### config.mk
export PLATFORM = sky130hd
export DESIGN_NAME = openofdm_rx_seq_ctrl
export DESIGN_NICKNAME = d
export VERILOG_FILES = /design/src/rtl/openofdm_rx_seq_ctrl_pkg.sv /design/src/rtl/openofdm_rx_seq_ctrl_sat_counter.sv /design/src/rtl/openofdm_rx_seq_ctrl.sv
export SDC_FILE = /design/constraint.sdc
export NUM_CORES = 1
export LEC_CHECK = 0
export ABC_AREA = 1
export CAP_MARGIN = 10
export CORE_AREA = 2 2 107 109
export CTS_CLUSTER_DIAMETER = 120
export CTS_CLUSTER_SIZE = 25
export DETAILED_ROUTE_END_ITERATION = 6
export DIE_AREA = 0 0 109 111
export PLACE_DENSITY = 0.85
export RECOVER_POWER = 25
export SLEW_MARGIN = 30
export SYNTH_ARGS = -nofsm -noshare
export SYNTH_HDL_FRONTEND = slang
export SYNTH_SLANG_ARGS = --single-unit
### constraint.sdc
create_clock -name clock -period 6.83 [get_ports clock]
set_clock_uncertainty 0.15 [all_clocks]
set_input_delay 1.366 -clock clock [delete_from_list [all_inputs] [get_ports clock]]
set_output_delay 1.366 -clock clock [all_outputs]
set_load 0.02 [all_outputs]
### src/rtl/openofdm_rx_seq_ctrl_pkg.sv
// Shared definitions for the dot11 receive sequencer: FSM state encodings
// (also exported on the seq_state debug port) and abort cause codes.
package openofdm_rx_seq_ctrl_pkg;

   typedef enum logic [2:0] {
      ST_RST      = 3'd0,
      ST_IDLE     = 3'd1,
      ST_DEMOD    = 3'd2,
      ST_ABORT    = 3'd3,
      ST_TX_BLANK = 3'd4,
      ST_HOLD     = 3'd5
   } seq_state_t;

   localparam logic [1:0] CAUSE_NONE    = 2'b00;
   localparam logic [1:0] CAUSE_TIMEOUT = 2'b01;
   localparam logic [1:0] CAUSE_HT      = 2'b10;
   localparam logic [1:0] CAUSE_TX      = 2'b11;

endpackage

### src/rtl/openofdm_rx_seq_ctrl_sat_counter.sv
// Saturating statistics counter.
// Ports: clock, reset (async, active-high), inc (count one event),
//        clr (synchronous clear, wins over inc), count (current value).
module sat_counter #(
   parameter int WIDTH = 16
) (
   input  logic             clock,
   input  logic             reset,
   input  logic             inc,
   input  logic             clr,
   output logic [WIDTH-1:0] count
);

   localparam logic [WIDTH-1:0] ONE = WIDTH'(1);

   function automatic logic [WIDTH-1:0] sat_inc(input logic [WIDTH-1:0] v);
      return (&v) ? v : v + ONE;
   endfunction

   always_ff @(posedge clock or posedge reset) begin
      if (reset)
         count <= '0;
      else if (clr)
         count <= '0;
      else if (inc)
         count <= sat_inc(count);
   end

endmodule

### src/rtl/openofdm_rx_seq_ctrl.sv
// Sequencer between the register file and the dot11 receive core.
// Drives core enable/reset, blanks RX while local TX is busy, aborts a
// stalled or unsupported demod, and keeps saturating packet/abort counters.
// Ports:
//   clock, reset                 receive clock, async active-high reset
//   sw_reset, sw_disable         software core reset / receive disable (levels)
//   tx_busy                      local TX chain active
//   cfg_watchdog, cfg_tx_hold    watchdog timeout (0 = off), post-TX settle cycles
//   cnt_clear                    clears all counters
//   demod_is_ongoing .. fcs_ok   status strobes from the dot11 core
//   core_enable, core_reset      controls to the dot11 core
//   abort_strobe, abort_cause    abort pulse and last abort reason
//   seq_state                    FSM state for debug readback
//   pkt_ok_cnt, pkt_err_cnt, abort_cnt  statistics
module openofdm_rx_seq_ctrl
   import openofdm_rx_seq_ctrl_pkg::*;
#(
   parameter int RST_CYCLES  = 4,
   parameter int TIMER_WIDTH = 20,
   parameter int CNT_WIDTH   = 16
) (
   input  logic                   clock,
   input  logic                   reset,
   input  logic                   sw_reset,
   input  logic                   sw_disable,
   input  logic                   tx_busy,
   input  logic [TIMER_WIDTH-1:0] cfg_watchdog,
   input  logic [TIMER_WIDTH-1:0] cfg_tx_hold,
   input  logic                   cnt_clear,
   input  logic                   demod_is_ongoing,
   input  logic                   pkt_header_valid_strobe,
   input  logic                   ht_unsupport,
   input  logic                   byte_out_strobe,
   input  logic                   fcs_out_strobe,
   input  logic                   fcs_ok,
   output logic                   core_enable,
   output logic                   core_reset,
   output logic                   abort_strobe,
   output logic [1:0]             abort_cause,
   output logic [2:0]             seq_state,
   output logic [CNT_WIDTH-1:0]   pkt_ok_cnt,
   output logic [CNT_WIDTH-1:0]   pkt_err_cnt,
   output logic [CNT_WIDTH-1:0]   abort_cnt
);

   localparam int RW = (RST_CYCLES > 1) ? $clog2(RST_CYCLES) : 1;
   localparam logic [RW-1:0]          RST_LAST = RW'(RST_CYCLES - 1);
   localparam logic [RW-1:0]          RST_ONE  = RW'(1);
   localparam logic [TIMER_WIDTH-1:0] T_ONE    = TIMER_WIDTH'(1);

   seq_state_t             state, next;
   logic [RW-1:0]          rst_cnt, rst_cnt_n;
   logic [TIMER_WIDTH-1:0] wd, wd_n, hold, hold_n;
   logic                   wd_en, wd_en_n;
   logic [1:0]             cause_n;
   logic                   reload, ok_inc, err_inc, ab_inc;

   // Timers stop at zero instead of wrapping.
   function automatic logic [TIMER_WIDTH-1:0] sat_dec(input logic [TIMER_WIDTH-1:0] t);
      return (t == '0) ? t : t - T_ONE;
   endfunction

   always_comb begin
      next      = state;
      rst_cnt_n = rst_cnt;
      wd_n      = wd;
      wd_en_n   = wd_en;
      hold_n    = hold;
      cause_n   = abort_cause;
      reload    = 1'b0;
      ok_inc    = 1'b0;
      err_inc   = 1'b0;
      ab_inc    = 1'b0;
      case (state)
         ST_RST: begin
            if (rst_cnt == RST_LAST) begin
               next      = tx_busy ? ST_TX_BLANK : ST_IDLE;
               rst_cnt_n = '0;
            end else begin
               rst_cnt_n = rst_cnt + RST_ONE;
            end
         end
         ST_IDLE: begin
            if (tx_busy) begin
               next = ST_TX_BLANK;
            end else if (demod_is_ongoing && !sw_disable) begin
               next    = ST_DEMOD;
               wd_n    = cfg_watchdog;
               wd_en_n = |cfg_watchdog;
            end
         end
         ST_DEMOD: begin
            reload = byte_out_strobe | pkt_header_valid_strobe;
            if (reload) begin
               wd_n    = cfg_watchdog;
               wd_en_n = |cfg_watchdog;
            end else begin
               wd_n = sat_dec(wd);
            end
            if (fcs_out_strobe) begin
               ok_inc  = fcs_ok;
               err_inc = ~fcs_ok;
               next    = ST_IDLE;
            end else if (tx_busy) begin
               next    = ST_ABORT;
               cause_n = CAUSE_TX;
            end else if (pkt_header_valid_strobe && ht_unsupport) begin
               next    = ST_ABORT;
               cause_n = CAUSE_HT;
            end else if (wd_en && !reload && (wd <= T_ONE)) begin
               // The decrement this cycle reaches zero.
               next    = ST_ABORT;
               cause_n = CAUSE_TIMEOUT;
            end else if (!demod_is_ongoing) begin
               next = ST_IDLE;
            end
         end
         ST_ABORT: begin
            ab_inc    = 1'b1;
            next      = ST_RST;
            rst_cnt_n = '0;
         end
         ST_TX_BLANK: begin
            if (!tx_busy) begin
               next   = ST_HOLD;
               hold_n = cfg_tx_hold;
            end
         end
         ST_HOLD: begin
            if (tx_busy) begin
               next = ST_TX_BLANK;
            end else if (hold <= T_ONE) begin
               // A zero hold still spends one cycle here.
               next      = ST_RST;
               rst_cnt_n = '0;
            end else begin
               hold_n = sat_dec(hold);
            end
         end
         default: begin
            next      = ST_RST;
            rst_cnt_n = '0;
         end
      endcase
      // Software reset pins RST and drops any pending count or abort.
      if (sw_reset) begin
         next      = ST_RST;
         rst_cnt_n = '0;
         cause_n   = abort_cause;
         ok_inc    = 1'b0;
         err_inc   = 1'b0;
         ab_inc    = 1'b0;
      end
   end

   // Registered state, timers and outputs
   always_ff @(posedge clock or posedge reset) begin
      if (reset) begin
         state        <= ST_RST;
         rst_cnt      <= '0;
         wd           <= '0;
         wd_en        <= 1'b0;
         hold         <= '0;
         core_reset   <= 1'b1;
         core_enable  <= 1'b0;
         abort_strobe <= 1'b0;
         abort_cause  <= CAUSE_NONE;
      end else begin
         state        <= next;
         rst_cnt      <= rst_cnt_n;
         wd           <= wd_n;
         wd_en        <= wd_en_n;
         hold         <= hold_n;
         core_reset   <= (next == ST_RST);
         core_enable  <= (next == ST_DEMOD) || ((next == ST_IDLE) && !sw_disable);
         abort_strobe <= (next == ST_ABORT);
         abort_cause  <= cause_n;
      end
   end

   assign seq_state = state;

   sat_counter #(.WIDTH(CNT_WIDTH)) u_ok_cnt (
      .clock (clock), .reset (reset), .inc (ok_inc), .clr (cnt_clear), .count (pkt_ok_cnt)
   );

   sat_counter #(.WIDTH(CNT_WIDTH)) u_err_cnt (
      .clock (clock), .reset (reset), .inc (err_inc), .clr (cnt_clear), .count (pkt_err_cnt)
   );

   sat_counter #(.WIDTH(CNT_WIDTH)) u_abort_cnt (
      .clock (clock), .reset (reset), .inc (ab_inc), .clr (cnt_clear), .count (abort_cnt)
   );

endmodule

==> flow_summary.ini <==
[sta]
worst_slew_pin_slew_ns = 2.12
timing.slew.headroom = -0.424
fmax_mhz = 259
setup_ws_ns = 2.96
rsz0062_at_grt = false
tns_ns = 0
slew_violations = 50
setup_violations = 0
final-hold-violation-count = 0
finalCritPeriodShare = 0.566
timing.final.crit_period_ns = 3.87

[placed_design]
portBuffers = 107
gp_congestion = 0.908
dp_slack_ns = 2.59
dp_hpwl_um = 10700

[clock_network]
postCtsHoldBufs = 0
cts.sinks = 99
post_cts_buffers = 0
clock_latency_ns = 0.35
cts_buffers = 9
cts_tree = yes
cts_resized = 0
clk_path_buf_depth = 2
path_clk_slew_ns = 0.07
cts.root.buffer_cell = clkbuf_16
htreeDepth = 3

[floorplan]
core_area_um2 = 11100
initial_utilization = 0.558
fp.dieH_um = 111
row_count = 39
pin_count = 108
die-area_um2 = 12100
die_w_um = 109

[final_layout]
drive_gt1_frac = 0.0687
fillCellCount = 934
areaGrowthSynthToFinish_pct = 22.6
utilization = 0.684
nNetsFinal = 987
antennaDiodeCount = 0

[power]
power_density_nw_per_um2 = 241
vdd_drop_max_mv = 0.193
leakagePower_nw = 3.21

[job]
cap_violations = 1

[route]
wl_met1_um = 6720
wl_um = 15100
wl_met2_um = 7100
vias = 5999
routed-wl-met3_um = 1040
wl_per_cell_um = 14.0
antenna_left = 0
drc_errors = 0
top_layer = met4
dr.pass1.iters = 6
vias_per_cell = 5.58
drt_iter0_markers = 342

[critical_path]
r2r_start = hold[0]
r2r-end = hold[7]
rr_worst_depth = 9
timing.critical_path.fanout_max = 34
required_ns = 6.91
arrival_ns = 3.95
startpoint_type = input port
path_class = in -> reg
rrSetupSlack_ns = 4.10
cp-end-kind = flip-flop

[synthesis]
synth_cell_types = 51
yosysWarnings = 0
synthTopCellsByCount = nand2_1 (153), nor2_1 (102), dfrtp_1 (98)
synth-async-reset-ratio = 1.00
synthTopCellsByArea = dfrtp_1 (40%), nand2_1 (9.3%), nor2_1 (6.2%), inv_1 (5.5%), nand3_1 (4.6%)
yosysTopAreaCellShare = 0.397
synth_edf_count = 0
synth.yosys.seq_area_share = 0.401
synth.most_common_cell = nand2_1
avgSynthCellArea_um2 = 7.44
synthesis.instances = 831
ys_seq_elements = 99
ys.flop_type = dfrtp_1
synth_largest_area_cell = dfrtp_1
synth_nets = 891
syn_area_um2 = 6180

[worst_hold_path]
hold_path_depth = 2
hold_class = reg -> reg
worstHoldEndpoint = abort_cause[0]
hold_start = abort_cause[0]

[global_route]
grtUsageTotal = 0.263
grt_max_degree = 52
grt_first_pass_wirelength_um = 25500
grt_overflow = 0
antenna_found_initial = 0
grt_pass1_vias = 5450

[outcome]
status = finished, violations left
violations = capacitance limit, slew limit
[critical path, cell delays in order]
cell and delay (ns):
clkdlybuf4s50_1 0.83, inv_2 0.65, nand4_1 0.16, o21ai_1 0.51, inv_1 0.21, nand3_1 0.11, o21ai_0 0.10
[registers in the layout, summed over array words and instances, names as in the netlist]
name	count
wd	20
core_enable	1
core_reset	1
abort_strobe	1
rst_cnt	2
wd_en	1
abort_cause	2
hold	20
seq_state	3
u_abort_cnt.count	16
u_err_cnt.count	16
u_ok_cnt.count	16
[placed cells by master, fill, tap and decap left out, types with 3 or more instances in the layout]
cell,instances
a211oi_1,4
a21oi_1,38
a22oi_1,6
a2bb2oi_1,7
a31oi_1,6
clkbuf_16,9
clkdlybuf4s50_1,100
dfrtp_1,98
dlygate4sd3_1,7
ha_1,8
inv_1,90
inv_2,7
nand2_1,154
nand2_2,6
nand3_1,57
nand4_1,18
nor2_1,101
nor2_2,8
nor2_4,4
nor3_1,31
nor3_2,6
nor4_1,9
o211ai_1,7
o21ai_0,54
o21ai_1,19
o22ai_1,12
o31ai_1,11
or2_2,4
xnor2_1,3
xor2_1,18
[cell families after synthesis]
| group | share of synthesized area |
|---|---|
| buf+inv | 0.0828 |
| xor+xnor | 0.0298 |
| mux | 0.00162 |
| flops | 0.401 |
| fa+ha+maj | 0.0162 |
| compound gates | 0.165 |
| simple gates | 0.303 |
[how the worst max path moves through the flow]
stage	end	cells past startpoint	startpoint	slack, ns
6_report	u_abort_cnt.count[0]	7	cnt_clear	2.96
5_1_grt	u_abort_cnt.count[0]	7	cnt_clear	2.71
4_1_cts	u_abort_cnt.count[0]	7	cnt_clear	2.95
3_5_place_dp	u_abort_cnt.count[0]	7	cnt_clear	2.59
3_3_place_gp	u_abort_cnt.count[7]	7	cnt_clear	2.68
2_1_floorplan	abort_cause[0]	1	reset	2.73
[report_power, final]
part | total [W] | internal, W | switching [W]
clock network | 0.000492 | 0.000266 | 0.000226
registers | 0.000853 | 0.000721 | 0.000132
logic | 0.000483 | 0.000203 | 0.000280
[layout make-up]
| cell class | count | area [µm²] | share of cell area |
|---|---|---|---|
| Multi-Input combinational cell | 609 | 3180 | 0.420 |
| Sequential cell | 99 | 2480 | 0.327 |
| Timing Repair Buffer | 109 | 1090 | 0.143 |
| Inverter | 99 | 373 | 0.0492 |
| Clock buffer | 12 | 256 | 0.0338 |
| Tap cell | 143 | 179 | 0.0236 |
| Clock inverter | 4 | 25.0 | 0.00330 |
[stage by stage]
step	instances	total power (W)	hold slack [ns]	instance area, µm²
floorplan	831	0.00120	0.324	6180
global route	1075	0.00196	0.363	7580
finish	1075	0.00183	0.333	7580
global placement	1059	0.00133	0.323	7310
CTS	1075	0.00184	0.344	7590
detailed placement	1059	0.00134	0.327	7310
[routing by layer]
layer	vias up	GRT usage
met3	19	0.0735
met4	0	0.0726
li1	2995	-
met2	191	0.420
met5	-	0
met1	2794	0.350
No activity file was read; power rests on OpenSTA's default activity.
